[config.mk]
export PLATFORM = sky130hd
export DESIGN_NAME = div_ctrl
export DESIGN_NICKNAME = d
export VERILOG_FILES = /design/src/rtl/decode_table_pkg.sv /design/src/rtl/div_step.sv /design/src/rtl/div_ctrl.sv
export SDC_FILE = /design/constraint.sdc
export NUM_CORES = 1
export LEC_CHECK = 0
export ABC_AREA = 1
export BUFFER_PORTS_ARGS = -buffer_cell sky130_fd_sc_hd__buf_2
export CAP_MARGIN = 20
export CORE_UTILIZATION = 60
export DETAILED_ROUTE_END_ITERATION = 12
export PLACE_DENSITY = 0.83
export SETUP_SLACK_MARGIN = 0.05
export SKIP_CTS_REPAIR_TIMING = 1
export SLEW_MARGIN = 20
export SYNTH_ARGS = -nofsm -noshare
export SYNTH_HDL_FRONTEND = slang
export SYNTH_SLANG_ARGS = --single-unit
[constraint.sdc]
create_clock -name clk -period 2.8 [get_ports clk]
set_clock_uncertainty 0.2 [all_clocks]
set_input_delay 0.14 -clock clk [delete_from_list [all_inputs] [get_ports clk]]
set_output_delay 0.14 -clock clk [all_outputs]
set_load 0.02 [all_outputs]
[src/rtl/decode_table_pkg.sv]
// Decode constants and divide-sequencer state encoding shared by the EX stage.
package decode_table_pkg;
  localparam logic [5:0] R_DIV  = 6'b011010;
  localparam logic [5:0] R_DIVU = 6'b011011;
  localparam int DIV_ITER = 32;

  typedef enum logic [2:0] {ALU_ADD, ALU_SUB, ALU_AND, ALU_OR, DIV_OP, DIVU_OP} alu_op_t;
  typedef enum logic [1:0] {RES_ALU, RES_SHIFT, RES_DIV} alu_sel_t;
  typedef enum logic [1:0] {IDLE, DIV_ZERO, ON, END} div_state_t;
endpackage

[src/rtl/div_step.sv]
// One combinational restoring-division iteration on the {rem, quo} pair.
module div_step
  import decode_table_pkg::*;
#(
  parameter int WIDTH = DIV_ITER
) (
  input  logic [WIDTH-1:0] rem,
  input  logic [WIDTH-1:0] quo,
  input  logic [WIDTH-1:0] divisor,
  output logic [WIDTH-1:0] rem_next,
  output logic [WIDTH-1:0] quo_next
);
  logic [WIDTH:0]   upper;
  logic [WIDTH-1:0] diff;
  logic             fits;

  // rem < divisor on entry, so a successful subtract always fits in WIDTH bits
  assign upper    = {rem, quo[WIDTH-1]};
  assign fits     = upper >= {1'b0, divisor};
  assign diff     = upper[WIDTH-1:0] - divisor;
  assign rem_next = fits ? diff : upper[WIDTH-1:0];
  assign quo_next = {quo[WIDTH-2:0], fits};
endmodule

[src/rtl/div_ctrl.sv]
// DIV/DIVU sequencer beside the EX ALU: WIDTH-step restoring divide, stalls EX until ready.
// Optional DIV_ZERO_EXC_EN adds div_zero_o, flagging results that came from a zero divisor.
module div_ctrl
  import decode_table_pkg::*;
#(
  parameter int WIDTH = DIV_ITER
) (
  input  logic               clk,
  input  logic               rst_n,
  input  logic               start_i,
  input  logic               signed_i,
  input  logic [WIDTH-1:0]   dividend_i,
  input  logic [WIDTH-1:0]   divisor_i,
  input  logic               annul_i,
  output logic [2*WIDTH-1:0] result_o,
  output logic               ready_o,
  output logic               stall_o,
`ifdef DIV_ZERO_EXC_EN
  output logic               div_zero_o,
`endif
  output logic               busy_o
);
  localparam int CW = $clog2(WIDTH);
  localparam logic [CW-1:0] LAST = CW'(WIDTH - 1);

  div_state_t       state, state_nxt;
  logic [CW-1:0]    cnt;
  logic [WIDTH-1:0] rem, quo, dvsr;
  logic [WIDTH-1:0] rem_nxt, quo_nxt;
  logic [WIDTH-1:0] abs_dividend, abs_divisor, rem_fix, quo_fix;
  logic             quo_neg, rem_neg;
  logic             accept;

  div_step #(.WIDTH(WIDTH)) u_step (
    .rem      (rem),
    .quo      (quo),
    .divisor  (dvsr),
    .rem_next (rem_nxt),
    .quo_next (quo_nxt)
  );

  assign accept       = start_i && !annul_i;
  assign abs_dividend = (signed_i && dividend_i[WIDTH-1]) ? -dividend_i : dividend_i;
  assign abs_divisor  = (signed_i && divisor_i[WIDTH-1])  ? -divisor_i  : divisor_i;
  // WIDTH-bit negation wraps, so most-negative / -1 yields the most-negative quotient
  assign quo_fix      = quo_neg ? -quo : quo;
  assign rem_fix      = rem_neg ? -rem : rem;

  assign stall_o = start_i && !ready_o && !annul_i;
  assign busy_o  = (state != IDLE);

  always_ff @(posedge clk) begin
    if (!rst_n) state <= IDLE;
    else        state <= state_nxt;
  end

  always_comb begin
    state_nxt = state;
    case (state)
      IDLE:     if (accept) state_nxt = (divisor_i == '0) ? DIV_ZERO : ON;
      DIV_ZERO: state_nxt = END;
      ON: begin
        if (annul_i)          state_nxt = IDLE;
        else if (cnt == LAST) state_nxt = END;
      end
      END:      if (annul_i || (ready_o && !start_i)) state_nxt = IDLE;
      default:  state_nxt = IDLE;
    endcase
  end

  always_ff @(posedge clk) begin
    if (!rst_n) begin
      cnt      <= '0;
      rem      <= '0;
      quo      <= '0;
      dvsr     <= '0;
      quo_neg  <= 1'b0;
      rem_neg  <= 1'b0;
      result_o <= '0;
      ready_o  <= 1'b0;
    end else begin
      case (state)
        IDLE: if (accept) begin
          rem     <= '0;
          quo     <= abs_dividend;
          dvsr    <= abs_divisor;
          quo_neg <= signed_i && (dividend_i[WIDTH-1] ^ divisor_i[WIDTH-1]);
          rem_neg <= signed_i && dividend_i[WIDTH-1];
          cnt     <= '0;
        end
        DIV_ZERO: begin
          rem      <= '0;
          quo      <= '0;
          quo_neg  <= 1'b0;
          rem_neg  <= 1'b0;
          result_o <= '0;
        end
        ON: begin
          rem <= rem_nxt;
          quo <= quo_nxt;
          cnt <= cnt + 1'b1;
        end
        END: begin
          if (annul_i) begin
            ready_o <= 1'b0;
          end else if (!ready_o) begin
            ready_o  <= 1'b1;
            result_o <= {rem_fix, quo_fix};
          end else if (!start_i) begin
            ready_o <= 1'b0;
          end
        end
        default: ;
      endcase
    end
  end

`ifdef DIV_ZERO_EXC_EN
  logic from_zero;

  always_ff @(posedge clk) begin
    if (!rst_n) begin
      from_zero  <= 1'b0;
      div_zero_o <= 1'b0;
    end else begin
      if (state == IDLE && accept) from_zero <= (divisor_i == '0);
      if (state == END) begin
        if (annul_i)       div_zero_o <= 1'b0;
        else if (!ready_o) div_zero_o <= from_zero;
        else if (!start_i) div_zero_o <= 1'b0;
      end
    end
  end
`endif
endmodule

==> results.py, run 1 <==
metrics = {
    "run_status": {
        "outcome": "finished, violations left",
        "violations": "hold timing",
    },
    "critical_path": {
        "max_stage_delay_ps": 610,
        "crit_path_frequent_cell": "dlygate4sd3_1",
        "critPathKind": "input pin to flop",
        "r2r_start": "rem[7]",
        "critPathSlowestCell": "dlygate4sd3_1",
        "required_ps": 2970,
        "crit_path_max_fanout": 5,
        "path_cells": "dlygate4sd3_1, buf_2, nor2_4, nand4_2, nor2_2, nand3_2, inv_1, nand4_1, o21ai_0, nand3_1, dlygate4sd3_1, a21oi_1",
        "endpoint_kind": "flop",
        "cp-start-kind": "input pin",
        "critPathTopFamily": "buffers and inverters",
        "arrival_ps": 2850,
        "startpoint": "dividend_i[3]",
        "critPathBufInv": 4,
        "ff2ff_path_depth": 16,
        "crit_cells": 12,
    },
    "layout": {
        "multi_input_area_um2": 7980,
        "fin_nets": 2449,
        "syn2layout_area_growth_pct": 16.1,
        "nFillCells": 1836,
        "drive_gt1_share_pct": 11.8,
        "seqCellArea_um2": 3400,
        "antennaDiodeCount": 0,
    },
    "hold_path": {
        "hold_path_startpoint": "divisor_i[7]",
        "min_path_cells": 4,
        "hold_class": "input pin to flop",
    },
    "global_routing": {
        "grt_pass1_wl_mm": 68.3,
        "grt_start_max_net_pins": 61,
        "grt_antenna_before_repair": 0,
        "grt_usage_pct": 39.3,
        "grt_pass1_vias": 13300,
        "overflow": 0,
    },
    "routing": {
        "wl_mm": 44.8,
        "drc": 0,
        "postRouteAntennaNets": 0,
        "vias": 15300,
        "viasPerCell": 5.83,
        "dr.pass1.iters": 7,
        "wl_per_cell_um": 17.1,
        "drt_iter0_markers": 1568,
    },
    "synthesis": {
        "ys_warn_count": 0,
        "syn_inst": 2177,
        "synth_area_um2": 13000,
        "ys_seq_area_share_pct": 26.3,
        "synth_seq_cells": 170,
        "synth_fp_nets": 2290,
        "synth.distinct_cells": 48,
        "synth_area_per_cell_um2": 5.95,
    },
    "die": {
        "core-area_um2": 21100,
        "die_w_um": 149,
        "rows": 53,
        "dieArea_um2": 22200,
        "io_pins": 136,
        "die_y_um": 149,
        "initial_core_util_pct": 61.4,
    },
    "clocking": {
        "numClockSinks": 170,
        "cts_root_buf": "clkbuf_16",
        "clk_latency_ps": 440,
        "clk_pin_slew_ps": 80,
        "htree_levels": 4,
        "clock_path_buffers": 2,
        "cts_tree": "yes",
        "cts_made_buffers": 17,
    },
    "power_and_ir_drop": {
        "totalPowerFinal_mw": 10.4,
        "p_clk_share_pct": 23.3,
        "p_seq_share_pct": 29.8,
        "comb_power_share_pct": 46.9,
        "p_sw_share_pct": 47.2,
        "leakage_nw": 7.42,
        "powerDensity_nw_per_um2": 695,
        "internal-power_mw": 5.51,
        "peakVddDrop_uv": 530,
        "net-switching-power_mw": 4.94,
    },
    "timing": {
        "timing.fmax_ghz": 0.372,
        "fin_crit_sh_pct": 95.9,
        "setup_tns_ps": 0,
        "slew_headroom_pct": 47.1,
        "period_minus_slack_ps": 2690,
        "finalHoldViolCount": 3,
        "whs_ps": -26.4,
        "setup_viol": 0,
        "maxSlewViolCount": 0,
        "worst_pin_slew_ps": 787,
    },
    "place": {
        "port_buffers": 135,
        "gp_congestion": 1.00,
        "dp_hpwl_mm": 33.7,
    },
    "run": {
        "drv_cap": 0,
    },
}
## sequential cells by signal (all words and copies together), names as in the netlist
register and count:
result_o 64, dvsr 32, quo 32, rem 32, cnt 5, state 2, quo_neg 1, ready_o 1
rem_neg 1
## cell families (layout without fill, tap and decap cells)
family          count (synthesis)  count (layout)  share of synthesized area (%)
buf+inv                       410             582                           12.4
xor+xnor                       36              36                           2.43
simple gates                 1085            1085                           36.7
flops                         170             170                           26.3
fa+ha+maj                      44              44                           4.31
compound gates                432             432                           17.9
## placed cells by master (no fill, tap or decap), types with 3 or more instances in the layout
cell type | netlist | final
dfxtp_1 | 170 | 169
nand4_1 | 36 | 36
clkbuf_16 | 0 | 17
clkinv_1 | 5 | 5
o21ai_1 | 7 | 7
nand3_2 | 8 | 9
nand2_1 | 567 | 567
nand3b_1 | 11 | 11
nor2_1 | 165 | 165
inv_6 | 0 | 3
inv_1 | 314 | 312
o211ai_1 | 11 | 11
nand3_1 | 213 | 212
a21o_1 | 5 | 5
nand2_2 | 15 | 15
o21bai_1 | 5 | 5
ha_1 | 43 | 43
a21oi_1 | 251 | 250
nor4_1 | 9 | 9
inv_8 | 0 | 4
xor2_1 | 23 | 23
a21oi_2 | 5 | 5
a221oi_1 | 8 | 8
o31ai_1 | 6 | 6
nor3_1 | 28 | 28
dlygate4sd3_1 | 0 | 53
nor2_4 | 6 | 6
xnor2_1 | 13 | 13
or2_2 | 7 | 7
nor2_2 | 11 | 11
buf_4 | 1 | 28
inv_2 | 12 | 13
o21ai_0 | 122 | 122
buf_2 | 11 | 135
o21ai_2 | 4 | 4
## path summary, 6_finish.rpt
| path | endpoint | slack (ps) |
|---|---|---|
| max reg2reg | rem[27] | 190 |
| min reg2reg | result_o[56] | 260 |
| min | dvsr[7] | -30 |
| max | quo[31] | 110 |
## per-stage QoR
step	util [%]	setup slack [ps]	std cells	instance area, µm²
floorplan	-	629	2177	13000
global placement	65.9	121	2539	13900
detailed placement	65.9	142	2539	13900
CTS	68.7	127	2571	14500
global route	71.3	-8.86	2624	15000
finish	71.3	114	2624	15000
## metal layers
| layer | part of all wire, % | global-route usage (%) |
|---|---|---|
| met5 | 0 | 0 |
| met4 | 3.4 | 14.1 |
| met3 | 10 | 6.88 |
| met2 | 44 | 60.2 |
| met1 | 43 | 55.1 |
## worst reg2reg max path, stage by stage (launching register included)
cell      delay, ps
dfxtp_1         460
ha_1            350
nand2_2         160
inv_2            40
nand2_1          60
nand2_1         100
inv_2            70
nand3_2         140
nand2_2         110
nand2_2          70
nand2_2         140
buf_8           250
nand3_2         110
nand2_1          70
clkinv_1         50
nand2_1          60
a21oi_2          50
## Yosys cell counts, drive strengths merged
library cell | instances | share of area [%]
clkinv | 5 | 0.14
o21a | 2 | 0.12
fa | 1 | 0.15
a21oi | 256 | 10
a31oi | 1 | 0.048
nand4 | 37 | 1.8
xor2 | 23 | 1.6
a221oi | 8 | 0.54
dfxtp | 170 | 26
or2 | 8 | 0.39
o21bai | 5 | 0.29
and2 | 2 | 0.097
o221ai | 2 | 0.14
inv | 326 | 9.4
nand2 | 583 | 17
nand3b | 11 | 0.64
o211ai | 11 | 0.64
buf | 25 | 1.2
o311ai | 1 | 0.068
o31ai | 6 | 0.35
o2111ai | 1 | 0.068
a211oi | 1 | 0.058
clkbuf | 54 | 1.6
nor4 | 9 | 0.43
ha | 43 | 4.2
and3 | 1 | 0.048
nor3 | 31 | 1.4
nand3 | 221 | 8.8
xnor2 | 13 | 0.88
nor2 | 182 | 5.8
a21o | 5 | 0.29
o21ai | 133 | 5.3
## layout make-up
| cell class | instances | area share, % |
|---|---|---|
| clock buffer | 18 | 2.92 |
| clock inverter | 14 | 1.03 |
| inverter | 331 | 8.27 |
| multi-input combinational | 1597 | 53.1 |
| sequential | 170 | 22.6 |
| tap | 275 | 2.29 |
| timing repair buffer | 219 | 9.78 |
## power groups by stage
stage / sequential [mW] / clock, mW / combinational (mW)
after floorplan: 3.03 / 0 / 3.35
after global placement: 3.12 / 0 / 4.57
after detailed placement: 3.13 / 0 / 4.63
after CTS: 3.08 / 2.43 / 4.68
after global routing: 3.14 / 2.53 / 5.40
final: 3.12 / 2.43 / 4.90
No activity file was read; power rests on OpenSTA's default activity.
==> run 2: changes to the inputs <==
--- a/config.mk
+++ b/config.mk
@@ -5,12 +5,11 @@
 export SDC_FILE = /design/constraint.sdc
 export NUM_CORES = 1
 export LEC_CHECK = 0
-export ABC_AREA = 1
 export BUFFER_PORTS_ARGS = -buffer_cell sky130_fd_sc_hd__buf_2
 export CAP_MARGIN = 20
-export CORE_UTILIZATION = 60
+export CORE_UTILIZATION = 46
 export DETAILED_ROUTE_END_ITERATION = 12
-export PLACE_DENSITY = 0.83
+export PLACE_DENSITY = 0.68
 export SETUP_SLACK_MARGIN = 0.05
 export SKIP_CTS_REPAIR_TIMING = 1
 export SLEW_MARGIN = 20
==> results.py, run 2 <==
metrics = {
    "timing": {
        "period_minus_slack_ps": 2940,
        "finalHoldViolCount": 10,
        "rsz0062_at_grt": "true",
        "fin_crit_sh_pct": 105,
        "worst_pin_slew_ps": 844,
        "slew_headroom_pct": 43.6,
        "whs_ps": -39.2,
        "timing.fmax_ghz": 0.340,
        "fin_ws_ps": -144,
        "maxSlewViolCount": 0,
        "setup_viol": 8,
        "setup_tns_ps": -521,
    },
    "synthesis": {
        "ys_warn_count": 0,
        "synth_area_um2": 11100,
        "synth_edf_count": 0,
        "syn_inst": 1385,
        "synth_top_area_share_pct": 30.7,
        "synth_fp_nets": 1498,
        "yosysTopAreaCell": "dfxtp_1",
        "ys_seq_area_share_pct": 30.7,
        "yosys-top-cells-area": "dfxtp_1, xnor2_1, o21ai_0",
        "synth.distinct_cells": 70,
        "synthArstFlopShare_pct": 0,
        "yosysMostFrequentCell": "dfxtp_1",
        "ys.flop_type": "dfxtp_1",
        "yosys-top-cells-count": "dfxtp_1, nand2_1, o21ai_0",
        "synth_area_per_cell_um2": 7.99,
        "synth_seq_cells": 170,
    },
    "routing": {
        "vias": 11400,
        "top_layer": "met4",
        "drc": 0,
        "dr.pass1.iters": 5,
        "wl_per_cell_um": 17.4,
        "drt_iter0_markers": 874,
        "postRouteAntennaNets": 0,
        "viasPerCell": 5.72,
        "m1WireLength_mm": 16.7,
        "wl_met3_mm": 2.49,
        "wl_mm": 34.8,
        "dr_wl_met2_mm": 15.0,
    },
    "die": {
        "io_pins": 136,
        "dieArea_um2": 24700,
        "core-area_um2": 23500,
        "die_w_um": 157,
        "die_y_um": 157,
        "rows": 56,
        "initial_core_util_pct": 47.0,
    },
    "critical_path": {
        "critPathKind": "flop to flop",
        "ff2ff_path_depth": 8,
        "max_stage_delay_ps": 530,
        "crit_cells": 8,
        "path_cells": "or4_4, or3_4, or4_4, or3_4, nand2b_4, o41ai_4, xor2_1, o21ai_1",
        "critPathSlowestCell": "or4_4",
        "cp-start-kind": "flop",
        "required_ps": 2920,
        "arrival_ps": 3070,
        "crit_path_max_fanout": 3,
        "endpoint_kind": "flop",
        "critPathTopFamily": "simple AND/OR/NAND/NOR gates",
        "critPathBufInv": 0,
    },
    "run_status": {
        "outcome": "finished, violations left",
        "violations": "hold timing, setup timing",
    },
    "hold_path": {
        "min_path_cells": 4,
        "hold_class": "input pin to flop",
    },
    "power_and_ir_drop": {
        "comb_power_share_pct": 48.1,
        "peakVddDrop_uv": 492,
        "totalPowerFinal_mw": 10.4,
        "p_seq_share_pct": 28.8,
        "p_sw_share_pct": 42.0,
        "net-switching-power_mw": 4.38,
        "powerDensity_nw_per_um2": 701,
        "leakage_nw": 6.46,
        "p_clk_share_pct": 23.1,
        "internal-power_mw": 6.06,
    },
    "global_routing": {
        "grt_start_max_net_pins": 55,
        "grt_pass1_wl_mm": 52.0,
        "grt_pass1_vias": 9835,
        "overflow": 0,
        "grt_usage_pct": 26.9,
        "grt_antenna_before_repair": 0,
    },
    "clocking": {
        "clk_latency_ps": 450,
        "clock_path_buffers": 2,
        "cts_made_buffers": 17,
        "cts_root_buf": "clkbuf_16",
        "cts_tree": "yes",
        "clk_pin_slew_ps": 80,
        "htree_levels": 4,
        "numClockSinks": 170,
    },
    "place": {
        "port_buffers": 135,
        "gp_congestion": 0.976,
        "dp_hpwl_mm": 25.2,
    },
    "layout": {
        "fin_nets": 1775,
        "syn2layout_area_growth_pct": 34.6,
        "largest_register": "result_o",
        "antennaDiodeCount": 0,
        "drive_gt1_share_pct": 28.1,
        "largest_register_ffs": 64,
        "final_cell_mix": "buf_4, nand2_1, dfxtp_1",
        "final_common_cell": "buf_4",
    },
    "run": {
        "drv_cap": 0,
    },
}
-- run 2: power groups by stage --
stage | clock [mW] | combinational (mW) | sequential (mW)
2_1_floorplan | 0 | 2.81 | 2.96
3_3_place_gp | 0 | 4.27 | 3.01
3_5_place_dp | 0 | 4.32 | 3.02
4_1_cts | 2.43 | 4.34 | 2.96
5_1_grt | 2.54 | 5.43 | 3.04
6_report | 2.41 | 5.03 | 3.01
-- run 2: worst paths after layout --
path | from | end | slack (ps)
worst max-delay path | rem[13] | result_o[61] | -140
worst min-delay path | divisor_i[7] | dvsr[7] | -40
worst max register to register | rem[13] | result_o[61] | -140
worst min register to register | result_o[63] | result_o[63] | 250
-- run 2: layout make-up --
type	count	area, µm²
fillers	2039	8650
well taps	319	399
multi-input cells	1065	7820
inverters	66	248
repair buffers	342	2390
clock buffers	17	425
clock inverters	15	180
flip-flops and latches	170	3430
-- run 2: worst register-to-register path, stage by stage, from the launching register on --
cell and delay [ps]:
dfxtp_2 320, or4_4 530, or3_4 340, or4_4 440
or3_4 350, nand2b_4 170, o41ai_4 230, xor2_1 170
o21ai_1 70
-- run 2: kinds of logic after synthesis --
kind of cell               synth area share (%)
muxes                                      1.45
xor gates and xnor gates                   11.2
buffers and inverters                      5.12
DFF                                        30.7
AOI/OAI and AO/OA                          28.4
and+or+nand+nor                            18.1
adders and majority gates                  5.04
-- run 2: per-stage QoR --
step | setup WS (ps) | std cells | util, % | cell area [µm²]
after floorplan | -110 | 1385 | - | 11200
final | -144 | 1994 | 63.3 | 14900
after CTS | -145 | 1942 | 58.5 | 13800
after global routing | -267 | 1994 | 63.3 | 14900
after detailed placement | -132 | 1910 | 55.9 | 13200
after global placement | -107 | 1910 | 55.9 | 13200
-- run 2: routing by layer --
metal	up-vias	GRT usage, %
li1	5576	-
met5	-	0
met2	385	39.5
met3	41	4.57
met4	0	7.07
met1	5406	40.0
==> run 3: changes to the inputs <==
--- a/config.mk
+++ b/config.mk
@@ -8,6 +8,7 @@
 export BUFFER_PORTS_ARGS = -buffer_cell sky130_fd_sc_hd__buf_2
 export CAP_MARGIN = 20
 export CORE_UTILIZATION = 46
+export CTS_BUF_LIST = sky130_fd_sc_hd__clkbuf_4
 export DETAILED_ROUTE_END_ITERATION = 12
 export PLACE_DENSITY = 0.68
 export SETUP_SLACK_MARGIN = 0.05
==> results.py, run 3 (synthesis gave the netlist of run 2 again) <==
metrics = {
    "global_routing": {
        "grt_pass1_vias": 9775,
        "grt_antenna_before_repair": 1,
        "grt_usage_pct": 26.6,
        "grt_start_max_net_pins": 55,
        "overflow": 0,
        "grt_pass1_wl_mm": 51.7,
    },
    "critical_path": {
        "arrival_ps": 3230,
        "required_ps": 3090,
        "cp-start-kind": "flop",
        "critPathBufInv": 0,
        "critPathKind": "flop to flop",
        "path_cells": "or4_4, or3_4, or4_4, or3_4, nand2b_4, o41ai_4, xor2_1, o21ai_1",
        "critPathTopFamily": "simple AND/OR/NAND/NOR gates",
        "endpoint_kind": "flop",
        "crit_path_max_fanout": 3,
        "critPathSlowestCell": "or4_4",
        "max_stage_delay_ps": 530,
    },
    "clocking": {
        "htree_levels": 4,
        "clk_pin_slew_ps": 190,
        "clock_path_buffers": 2,
        "cts_root_buf": "clkbuf_4",
        "numClockSinks": 170,
        "clk_latency_ps": 600,
        "cts_made_buffers": 17,
        "cts_tree": "yes",
    },
    "power_and_ir_drop": {
        "leakage_nw": 6.54,
        "comb_power_share_pct": 53.0,
        "peakVddDrop_uv": 396,
        "p_clk_share_pct": 15.7,
        "internal-power_mw": 5.34,
        "p_seq_share_pct": 31.4,
        "net-switching-power_mw": 4.26,
        "p_sw_share_pct": 44.4,
        "totalPowerFinal_mw": 9.60,
        "powerDensity_nw_per_um2": 639,
    },
    "timing": {
        "rsz0062_at_grt": "true",
        "maxSlewViolCount": 0,
        "slew_headroom_pct": 44.5,
        "fin_crit_sh_pct": 105,
        "setup_viol": 14,
        "timing.fmax_ghz": 0.340,
        "finalHoldViolCount": 3,
        "whs_ps": -25.7,
        "fin_ws_ps": -141,
        "period_minus_slack_ps": 2940,
        "worst_pin_slew_ps": 831,
    },
    "layout": {
        "largest_register": "result_o",
        "largest_register_ffs": 64,
        "fin_nets": 1819,
        "stdcell_area_um2": 15000,
        "final_cell_mix": "buf_4, nand2_1, dfxtp_1",
        "final_common_cell": "buf_4",
        "syn2layout_area_growth_pct": 35.8,
        "drive_gt1_share_pct": 27.7,
    },
    "routing": {
        "viasPerCell": 5.66,
        "drt_iter0_markers": 976,
        "wl_mm": 35.3,
        "postRouteAntennaNets": 0,
        "dr.pass1.iters": 5,
        "wl_per_cell_um": 17.3,
        "vias": 11600,
        "drc": 0,
    },
    "die": {
        "core-area_um2": 23500,
        "die_y_um": 157,
        "io_pins": 136,
        "die_w_um": 157,
        "rows": 56,
        "initial_core_util_pct": 47.0,
        "dieArea_um2": 24700,
    },
    "place": {
        "gp_congestion": 0.976,
        "place_area_um2": 13200,
        "dp_hpwl_mm": 25.2,
        "port_buffers": 135,
    },
    "run_status": {
        "outcome": "finished, violations left",
        "violations": "hold timing, setup timing",
    },
    "hold_path": {
        "hold_class": "input pin to flop",
    },
    "run": {
        "drv_cap": 0,
    },
}
==> run 3: changes by cell type in the layout (fill, tap and decap cells not counted), sizes merged <==
cell and change:
dlygate4sd3 +46, diode +1, buf -2
==> run 3: layer usage <==
layer	global-route usage [%]	up-vias	part of all wire [%]
li1	-	5667	-
met1	40.2	5424	47
met2	39.1	411	44
met3	3.44	48	7.5
met4	7.07	0	1.8
met5	0	-	0
==> run 3: final cells by class <==
cell class                      count  area, µm²
Multi-Input combinational cell   1065       7800
Sequential cell                   170       3430
Antenna cell                        1       2.50
Fill cell                        2041       8510
Timing Repair Buffer              386       2840
Clock inverter                     15        180
Tap cell                          319        399
Clock buffer                       17        128
Inverter                           66        248
==> run 3: metrics by stage <==
step                cells  worst slack (ps)  hold slack, ps  TNS (ps)  utilization [%]
finish               2039              -141           -25.7      -633             63.9
global route         2039              -260            17.9     -3050             63.9
CTS                  1942              -152            -398     -1130             57.2
detailed placement   1910              -132             237      -689             55.9
global placement     1910              -107             231      -368             55.9
floorplan            1385              -110            84.9      -232                -
==> run 3: power groups by stage <==
stage / clock, mW / sequential, mW / combinational (mW)
after floorplan: 0 / 2.96 / 2.81
after global placement: 0 / 3.01 / 4.27
after detailed placement: 0 / 3.02 / 4.32
after CTS: 1.53 / 2.96 / 4.34
after global routing: 1.63 / 3.05 / 5.50
final: 1.51 / 3.01 / 5.08
==> run 3: worst paths after layout <==
kind / slack [ps] / start / endpoint / cells past startpoint
worst min register to register: 270 / result_o[31] / result_o[31] / 2
worst max-delay path: -140 / rem[13] / result_o[61] / 8
worst min-delay path: -30 / dividend_i[1] / quo[1] / 6
worst max register to register: -140 / rem[13] / result_o[61] / 8
==> run 3: worst register-to-register path: stages (launching register included) <==
cell and delay [ps]:
dfxtp_2 360, or4_4 530, or3_4 340, or4_4 430, or3_4 340, nand2b_4 170
o41ai_4 230, xor2_1 170, o21ai_1 70
